File: config.mk
export PLATFORM = sky130hd
export DESIGN_NAME = msrh_l1d_lrq
export DESIGN_NICKNAME = d
export VERILOG_FILES = /design/src/rtl/msrh_l1d_lrq.sv
export SDC_FILE = /design/constraint.sdc
export NUM_CORES = 2
export LEC_CHECK = 0
export ABC_CLOCK_PERIOD_IN_PS = 6100
export BUFFER_PORTS_ARGS = -buffer_cell sky130_fd_sc_hd__buf_4
export CAP_MARGIN = 20
export CORE_MARGIN = 3
export CORE_UTILIZATION = 35
export CTS_CLUSTER_DIAMETER = 30
export DETAILED_ROUTE_END_ITERATION = 8
export SLEW_MARGIN = 20
export SYNTH_ARGS = -nofsm -noshare
export SYNTH_HDL_FRONTEND = slang
export SYNTH_SLANG_ARGS = --single-unit
File: constraint.sdc
create_clock -name i_clk -period 6.1 [get_ports i_clk]
set_clock_uncertainty 0.15 [all_clocks]
set_input_delay 0.305 -clock i_clk [delete_from_list [all_inputs] [get_ports i_clk]]
set_output_delay 0.305 -clock i_clk [all_outputs]
set_load 0.005 [all_outputs]
File: src/rtl/msrh_l1d_lrq.sv
// L1D load refill queue: allocates or merges line refills on load misses, issues
// L2 line reads, writes the returned lines into L1D and broadcasts the freed entry.
module msrh_l1d_lrq #(
    parameter int unsigned REQ_PORTS      = 2,
    parameter int unsigned LRQ_ENTRY_SIZE = 8,
    parameter int unsigned PADDR_W        = 56,
    parameter int unsigned DCACHE_DATA_W  = 128,
    parameter int unsigned L2_CMD_TAG_W   = 4
) (
    input  logic                                          i_clk,
    input  logic                                          i_reset,
    input  logic [REQ_PORTS-1:0]                          i_req_valid,
    input  logic [REQ_PORTS-1:0][PADDR_W-1:0]             i_req_paddr,
    output logic [REQ_PORTS-1:0]                          o_resp_full,
    output logic [REQ_PORTS-1:0]                          o_resp_conflict,
    output logic [REQ_PORTS-1:0][LRQ_ENTRY_SIZE-1:0]      o_resp_lrq_index_oh,
    output logic                                          o_l2_req_valid,
    input  logic                                          i_l2_req_ready,
    output logic [4:0]                                    o_l2_req_cmd,
    output logic [PADDR_W-1:0]                            o_l2_req_addr,
    output logic [L2_CMD_TAG_W-1:0]                       o_l2_req_tag,
    output logic [DCACHE_DATA_W-1:0]                      o_l2_req_data,
    output logic [DCACHE_DATA_W/8-1:0]                    o_l2_req_byte_en,
    input  logic                                          i_l2_resp_valid,
    input  logic [L2_CMD_TAG_W-1:0]                       i_l2_resp_tag,
    input  logic [DCACHE_DATA_W-1:0]                      i_l2_resp_data,
    output logic                                          o_dc_update_valid,
    output logic [PADDR_W-1:0]                            o_dc_update_addr,
    output logic [DCACHE_DATA_W-1:0]                      o_dc_update_data,
    output logic [DCACHE_DATA_W/8-1:0]                    o_dc_update_be,
    output logic                                          o_lrq_resolve_valid,
    output logic [LRQ_ENTRY_SIZE-1:0]                     o_lrq_resolve_index_oh
);

    localparam int unsigned OFS_W     = $clog2(DCACHE_DATA_W / 8);
    localparam int unsigned LINE_W    = PADDR_W - OFS_W;
    localparam int unsigned IDX_W     = $clog2(LRQ_ENTRY_SIZE);
    localparam int unsigned TAG_IDX_W = L2_CMD_TAG_W - 1;
    localparam int unsigned BE_W      = DCACHE_DATA_W / 8;
    localparam logic [4:0]  M_XRD     = 5'b00000;

    typedef enum logic [1:0] {
        ST_FREE      = 2'd0,
        ST_WAIT_SEND = 2'd1,
        ST_WAIT_RESP = 2'd2
    } state_t;

    state_t                     state_q [LRQ_ENTRY_SIZE];
    logic [LINE_W-1:0]          line_q  [LRQ_ENTRY_SIZE];
    logic                       dc_valid_q;
    logic [PADDR_W-1:0]         dc_addr_q;
    logic [DCACHE_DATA_W-1:0]   dc_data_q;
    logic [LRQ_ENTRY_SIZE-1:0]  resolve_oh_q;
    logic                       rst_q;

    logic [REQ_PORTS-1:0][LINE_W-1:0]         req_line;
    logic [LRQ_ENTRY_SIZE-1:0]                free_mask;
    logic [LRQ_ENTRY_SIZE-1:0]                send_mask;
    logic [REQ_PORTS-1:0][LRQ_ENTRY_SIZE-1:0] alloc_oh;
    logic [LRQ_ENTRY_SIZE-1:0]                taken;
    logic [LRQ_ENTRY_SIZE-1:0]                hit;
    logic [LRQ_ENTRY_SIZE-1:0]                avail;
    logic [LRQ_ENTRY_SIZE-1:0]                pick;
    logic [LRQ_ENTRY_SIZE-1:0]                alloc_any;
    logic [LINE_W-1:0]                        alloc_line [LRQ_ENTRY_SIZE];
    logic [IDX_W-1:0]                         send_idx;
    logic                                     send_valid;
    logic                                     send_fire;
    logic [IDX_W-1:0]                         resp_idx;
    logic                                     resp_hit;
    logic                                     unused_req_ofs;

    always_comb begin
        unused_req_ofs = 1'b0;
        for (int p = 0; p < REQ_PORTS; p++) begin
            req_line[p]    = i_req_paddr[p][PADDR_W-1:OFS_W];
            unused_req_ofs = unused_req_ofs ^ (^i_req_paddr[p][OFS_W-1:0]);
        end
    end

    always_comb begin
        for (int e = 0; e < LRQ_ENTRY_SIZE; e++) begin
            free_mask[e] = (state_q[e] == ST_FREE);
            send_mask[e] = (state_q[e] == ST_WAIT_SEND);
        end
    end

    // Per-port merge/allocate; lower ports claim entries and lines first.
    always_comb begin
        taken               = '0;
        hit                 = '0;
        avail               = '0;
        pick                = '0;
        alloc_oh            = '0;
        o_resp_full         = '0;
        o_resp_conflict     = '0;
        o_resp_lrq_index_oh = '0;
        for (int p = 0; p < REQ_PORTS; p++) begin
            hit = '0;
            for (int e = 0; e < LRQ_ENTRY_SIZE; e++) begin
                if (!free_mask[e] && (line_q[e] == req_line[p])) begin
                    hit[e] = 1'b1;
                end
            end
            for (int q = 0; q < p; q++) begin
                if (req_line[q] == req_line[p]) begin
                    hit = hit | alloc_oh[q];
                end
            end
            avail = free_mask & ~taken;
            pick  = avail & (~avail + LRQ_ENTRY_SIZE'(1));
            if (i_req_valid[p]) begin
                if (|hit) begin
                    o_resp_conflict[p]     = 1'b1;
                    o_resp_lrq_index_oh[p] = hit;
                end else if (|avail) begin
                    alloc_oh[p]            = pick;
                    o_resp_lrq_index_oh[p] = pick;
                    taken                  = taken | pick;
                end else begin
                    o_resp_full[p] = 1'b1;
                end
            end
        end
    end

    always_comb begin
        alloc_any = '0;
        for (int e = 0; e < LRQ_ENTRY_SIZE; e++) begin
            alloc_line[e] = '0;
            for (int p = 0; p < REQ_PORTS; p++) begin
                if (alloc_oh[p][e]) begin
                    alloc_any[e]  = 1'b1;
                    alloc_line[e] = req_line[p];
                end
            end
        end
    end

    // Lowest-index WAIT_SEND entry owns the L2 request channel.
    always_comb begin
        send_idx = '0;
        for (int e = LRQ_ENTRY_SIZE - 1; e >= 0; e--) begin
            if (send_mask[e]) begin
                send_idx = IDX_W'(e);
            end
        end
    end

    assign send_valid       = |send_mask;
    assign send_fire        = send_valid & i_l2_req_ready;
    assign o_l2_req_valid   = send_valid;
    assign o_l2_req_cmd     = M_XRD;
    assign o_l2_req_addr    = send_valid ? {line_q[send_idx], {OFS_W{1'b0}}} : '0;
    assign o_l2_req_tag     = send_valid ? {1'b1, TAG_IDX_W'(send_idx)} : '0;
    assign o_l2_req_data    = '0;
    assign o_l2_req_byte_en = '1;

    assign resp_idx = i_l2_resp_tag[IDX_W-1:0];
    assign resp_hit = i_l2_resp_valid && i_l2_resp_tag[L2_CMD_TAG_W-1]
                      && (state_q[resp_idx] == ST_WAIT_RESP);

    always_ff @(posedge i_clk) begin
        if (i_reset) begin
            for (int e = 0; e < LRQ_ENTRY_SIZE; e++) begin
                state_q[e] <= ST_FREE;
                line_q[e]  <= '0;
            end
            dc_valid_q   <= 1'b0;
            dc_addr_q    <= '0;
            dc_data_q    <= '0;
            resolve_oh_q <= '0;
        end else begin
            for (int e = 0; e < LRQ_ENTRY_SIZE; e++) begin
                if (alloc_any[e]) begin
                    state_q[e] <= ST_WAIT_SEND;
                    line_q[e]  <= alloc_line[e];
                end else if (send_fire && (send_idx == IDX_W'(e))) begin
                    state_q[e] <= ST_WAIT_RESP;
                end else if (resp_hit && (resp_idx == IDX_W'(e))) begin
                    state_q[e] <= ST_FREE;
                end
            end
            dc_valid_q   <= resp_hit;
            dc_addr_q    <= resp_hit ? {line_q[resp_idx], {OFS_W{1'b0}}} : '0;
            dc_data_q    <= resp_hit ? i_l2_resp_data : '0;
            resolve_oh_q <= resp_hit ? (LRQ_ENTRY_SIZE'(1) << resp_idx) : '0;
        end
    end

    // Responses racing a reset may target freed entries; only flag them afterwards.
    always_ff @(posedge i_clk) begin
        rst_q <= i_reset;
        if (!i_reset && !rst_q && i_l2_resp_valid && i_l2_resp_tag[L2_CMD_TAG_W-1]) begin
            assert (state_q[resp_idx] == ST_WAIT_RESP)
            else $error("lrq: L2 response for entry %0d not awaiting a response", resp_idx);
        end
    end

    assign o_dc_update_valid      = dc_valid_q;
    assign o_dc_update_addr       = dc_addr_q;
    assign o_dc_update_data       = dc_data_q;
    assign o_dc_update_be         = {BE_W{dc_valid_q}};
    assign o_lrq_resolve_valid    = dc_valid_q;
    assign o_lrq_resolve_index_oh = resolve_oh_q;

endmodule

==> results.txt <==
CTS tree - built
Setup TNS - 0 ns
Logic pwr share - 29.6%
Count leader, synth - xnor2_1
R2r setup slk - 0.75 ns
WP data arrival - 5.53 ns
Status - finished with violations
Hold wc startpoint - i_l2_resp_valid
IO Pins - 690
CORE AREA - 117,000 µm²
Register area share after synthesis - 40.34%
Num CTS Buffers - 158
GRT Overall Usage - 49.62%
Setup CP Type - register to output port
Post-synthesis cell count - 4,048
Area Overhead vs Synth - 32.52%
Max-Cap Viols - 0
Pwr dens - 382.1 nW/µm²
WL final - 313,500 µm
Initial DRT Pass Iterations - 8
Final hold viol count - 1
GR Overflow Total - 0
1st-iter DRT viols - 7,662
P_int - 13,160 µW
Primary FF master, synth - edfxtp_1
Crit share post-route - 98.15%
Via-per-instance ratio - 6.589
Post-Synthesis Cell Area - 41,540 µm²
RSZ-0062 raised after global routing - false
Htree depth - 4
Routed Antenna Nets - 0
Sequential share of power - 27.7%
Metal-1 WL - 113,700 µm
Worst vdd ir - 0.3376 mV
First-pass GRT wire length - 397,200 µm
Violated checks - negative hold slack
Largest area contributor in the netlist - edfxtp_1
Final Slew Violations - 0
Fin nets - 4,985
Hold Path Stages - 5
Crit path time final - 5.987 ns
Full die area - 122,900 µm²
CTS clock-pin slew for the worst setup and hold paths - 0.04 ns
Area share of the largest cell type after synthesis - 31.23%
Yosys reg bits - 621
WL/cell - 48.91 µm
Worst-Margin Slew - 1.151 ns
Met3 routed WL - 41,200 µm
Clk_lat worst skew - 0.82 ns
Floorplan row count - 125
Initial antenna violation count - 30
Worst path required time - 5.64 ns
Cell Area, Placed - 47,060 µm²
Worst Hold End - o_lrq_resolve_index_oh[0]
Hold WS - -0.005832 ns
Area contributors post-synth - edfxtp_1, xnor2_1, dfxtp_1
Final setup fails - 0
Ys Warns - 0
Highest metal used - met5
Remaining design rule violation count - 0
Filler Cells Inserted - 10,770
Longest Clk Path Bufs - 3
CP Capture Type - output port
Layout cells sized above 1 - 24.60%
Number of library cell types mapped by synthesis - 70
Worst setup SP type - register
Post-DP HPWL - 242,300 µm
Net Sw Power - 7872 µW
Largest net degree at the start of global routing - 130
GP Congestion - 1.161
Clock power frac - 42.7%
Switching Share - 37.42%
Clk sinks - 621
Root Driver - clkbuf_16
Slew HR - 22.69%
Die extent in y - 350.5 µm
Post-synth EDFFs - 432
Vias in the first global route - 39,010
Max Fclk - 167.0 MHz
Top cell types by occurrence after synthesis - xnor2_1, o22ai_1, edfxtp_1
Mapped Avg Cell Area - 10.26 µm²
Met2 wire length - 131,300 µm
Die width - 350.5 µm
Input/output buffers - 524
R2R cell count - 14
Ys async rst share - 0%
Post-route cell area - 55,050 µm²
R2r endpoint - line_q[5][30]
Initial Utilization - 35.51%
Via Count - 42,240
Hold WC Path Type - input pin to register
P_leak - 0.02053 µW
Highest fanout seen on the critical path - 30
Worst reg2reg startpoint - line_q[6][3]
[cell families after synthesis]
kind of cell / Yosys count / share of synthesized area, %
and+or+nand+nor: 899 / 11.98
AOI/OAI and AO/OA: 812 / 12.88
xor gates and xnor gates: 776 / 16.36
buffers and inverters: 652 / 8.099
DFF: 621 / 40.34
muxes: 284 / 10.27
adders and majority gates: 2 / 0.05120
other: 2 / 0.01808
[worst max-delay path, stage by stage (launching register included)]
cell and delay, ns:
edfxtp_1 0.56, xnor2_1 0.75, nand4_1 0.42, nor4_1 0.39
nand4_1 0.28, o41ai_2 0.39, buf_4 0.21, nor4_4 0.08
buf_4 0.20, and2_1 0.22, maj3_2 0.40, nand4_1 0.18
buf_12 0.27, o21ai_1 0.15, buf_4 0.16
[worst max-delay path by stage]
stage | to | cells after the start | slack (ns) | from
2_1_floorplan | line_q[5][0] | 12 | 1.30 | line_q[2][16]
3_3_place_gp | line_q[5][30] | 15 | 1.17 | line_q[2][27]
6_report | o_resp_lrq_index_oh[13] | 14 | 0.11 | line_q[6][3]
4_1_cts | o_resp_lrq_index_oh[13] | 14 | 0.40 | line_q[5][44]
5_1_grt | o_resp_lrq_index_oh[13] | 14 | 0.22 | line_q[6][3]
3_5_place_dp | line_q[5][18] | 14 | 1.15 | line_q[1][34]
[through the flow]
| stage | power (µW) | std cells | worst slack, ns | utilization (%) |
|---|---|---|---|---|
| floorplan | 8272 | 4203 | 1.298 | - |
| global placement | 11580 | 5882 | 1.167 | 40.22 |
| detailed placement | 11580 | 5882 | 1.147 | 40.22 |
| CTS | 20640 | 6397 | 0.3957 | 47.03 |
| global route | 21200 | 6397 | 0.2164 | 47.03 |
| finish | 21040 | 6411 | 0.1126 | 47.06 |
[layout by cell type (no fill, tap or decap), drive strengths merged, types with 5 or more instances in the layout]
cell | synthesis | routed
a211oi | 7 | 7
a21oi | 133 | 133
a221o | 7 | 7
a221oi | 7 | 7
a22o | 66 | 66
a22oi | 53 | 53
and2 | 132 | 132
buf | 318 | 712
bufinv | 0 | 25
clkbuf | 239 | 197
clkinv | 0 | 60
clkinvlp | 0 | 14
conb | 2 | 157
dfxtp | 189 | 189
diode | 0 | 14
dlygate4sd3 | 0 | 217
edfxtp | 432 | 432
inv | 95 | 97
mux2 | 89 | 89
mux2i | 90 | 90
mux4 | 105 | 105
nand2 | 50 | 50
nand2b | 144 | 144
nand3 | 28 | 28
nand3b | 9 | 9
nand4 | 163 | 163
nor2 | 213 | 213
nor2b | 16 | 16
nor3 | 17 | 17
nor3b | 5 | 5
nor4 | 104 | 104
o2111ai | 9 | 9
o21ai | 31 | 31
o221ai | 21 | 21
o22ai | 436 | 436
o2bb2ai | 10 | 10
or2 | 6 | 6
xnor2 | 583 | 583
xor2 | 193 | 193
[per-layer routing]
metal | GRT usage (%) | vias to the layer above
li1 | - | 16060
met1 | 60.91 | 21010
met2 | 73.17 | 4217
met3 | 17.38 | 947
met4 | 33.54 | 10
met5 | 0 | -
[power groups by stage]
stage	Sequential, µW	Combinational, µW	Clock (µW)
4_1_cts	5770	5900	8970
3_5_place_dp	5840	5750	0
5_1_grt	5800	6190	9220
2_1_floorplan	5360	2910	0
6_report	5830	6220	8980
3_3_place_gp	5820	5760	0
[final cells by class]
type / instances / area (µm²) / share of cell area, %
multi-input cells: 2930 / 22160 / 40.26
repair buffers: 929 / 8050 / 14.62
diodes: 14 / 35.03 / 0.06364
well taps: 1524 / 1907 / 3.464
clock buffers: 197 / 4253 / 7.726
inverters: 95 / 356.6 / 0.6478
clock inverters: 101 / 1531 / 2.782
flip-flops and latches: 621 / 16760 / 30.44
[flip-flops by register name, indices dropped and copies added (netlist names)]
name	cells
line_q	416
o_dc_update_addr	52
o_dc_update_data	128
o_dc_update_valid	1
o_lrq_resolve_index_oh	8
state_q	16
[what timing repair did]
action,CTS,global route
buffers inserted,0,0
hold buffers,217,0
hold endpoints to repair,202,0
setup endpoints to repair,0,0
gates resized for setup,0,0
Note: power is estimated with default switching activity, not from simulation.
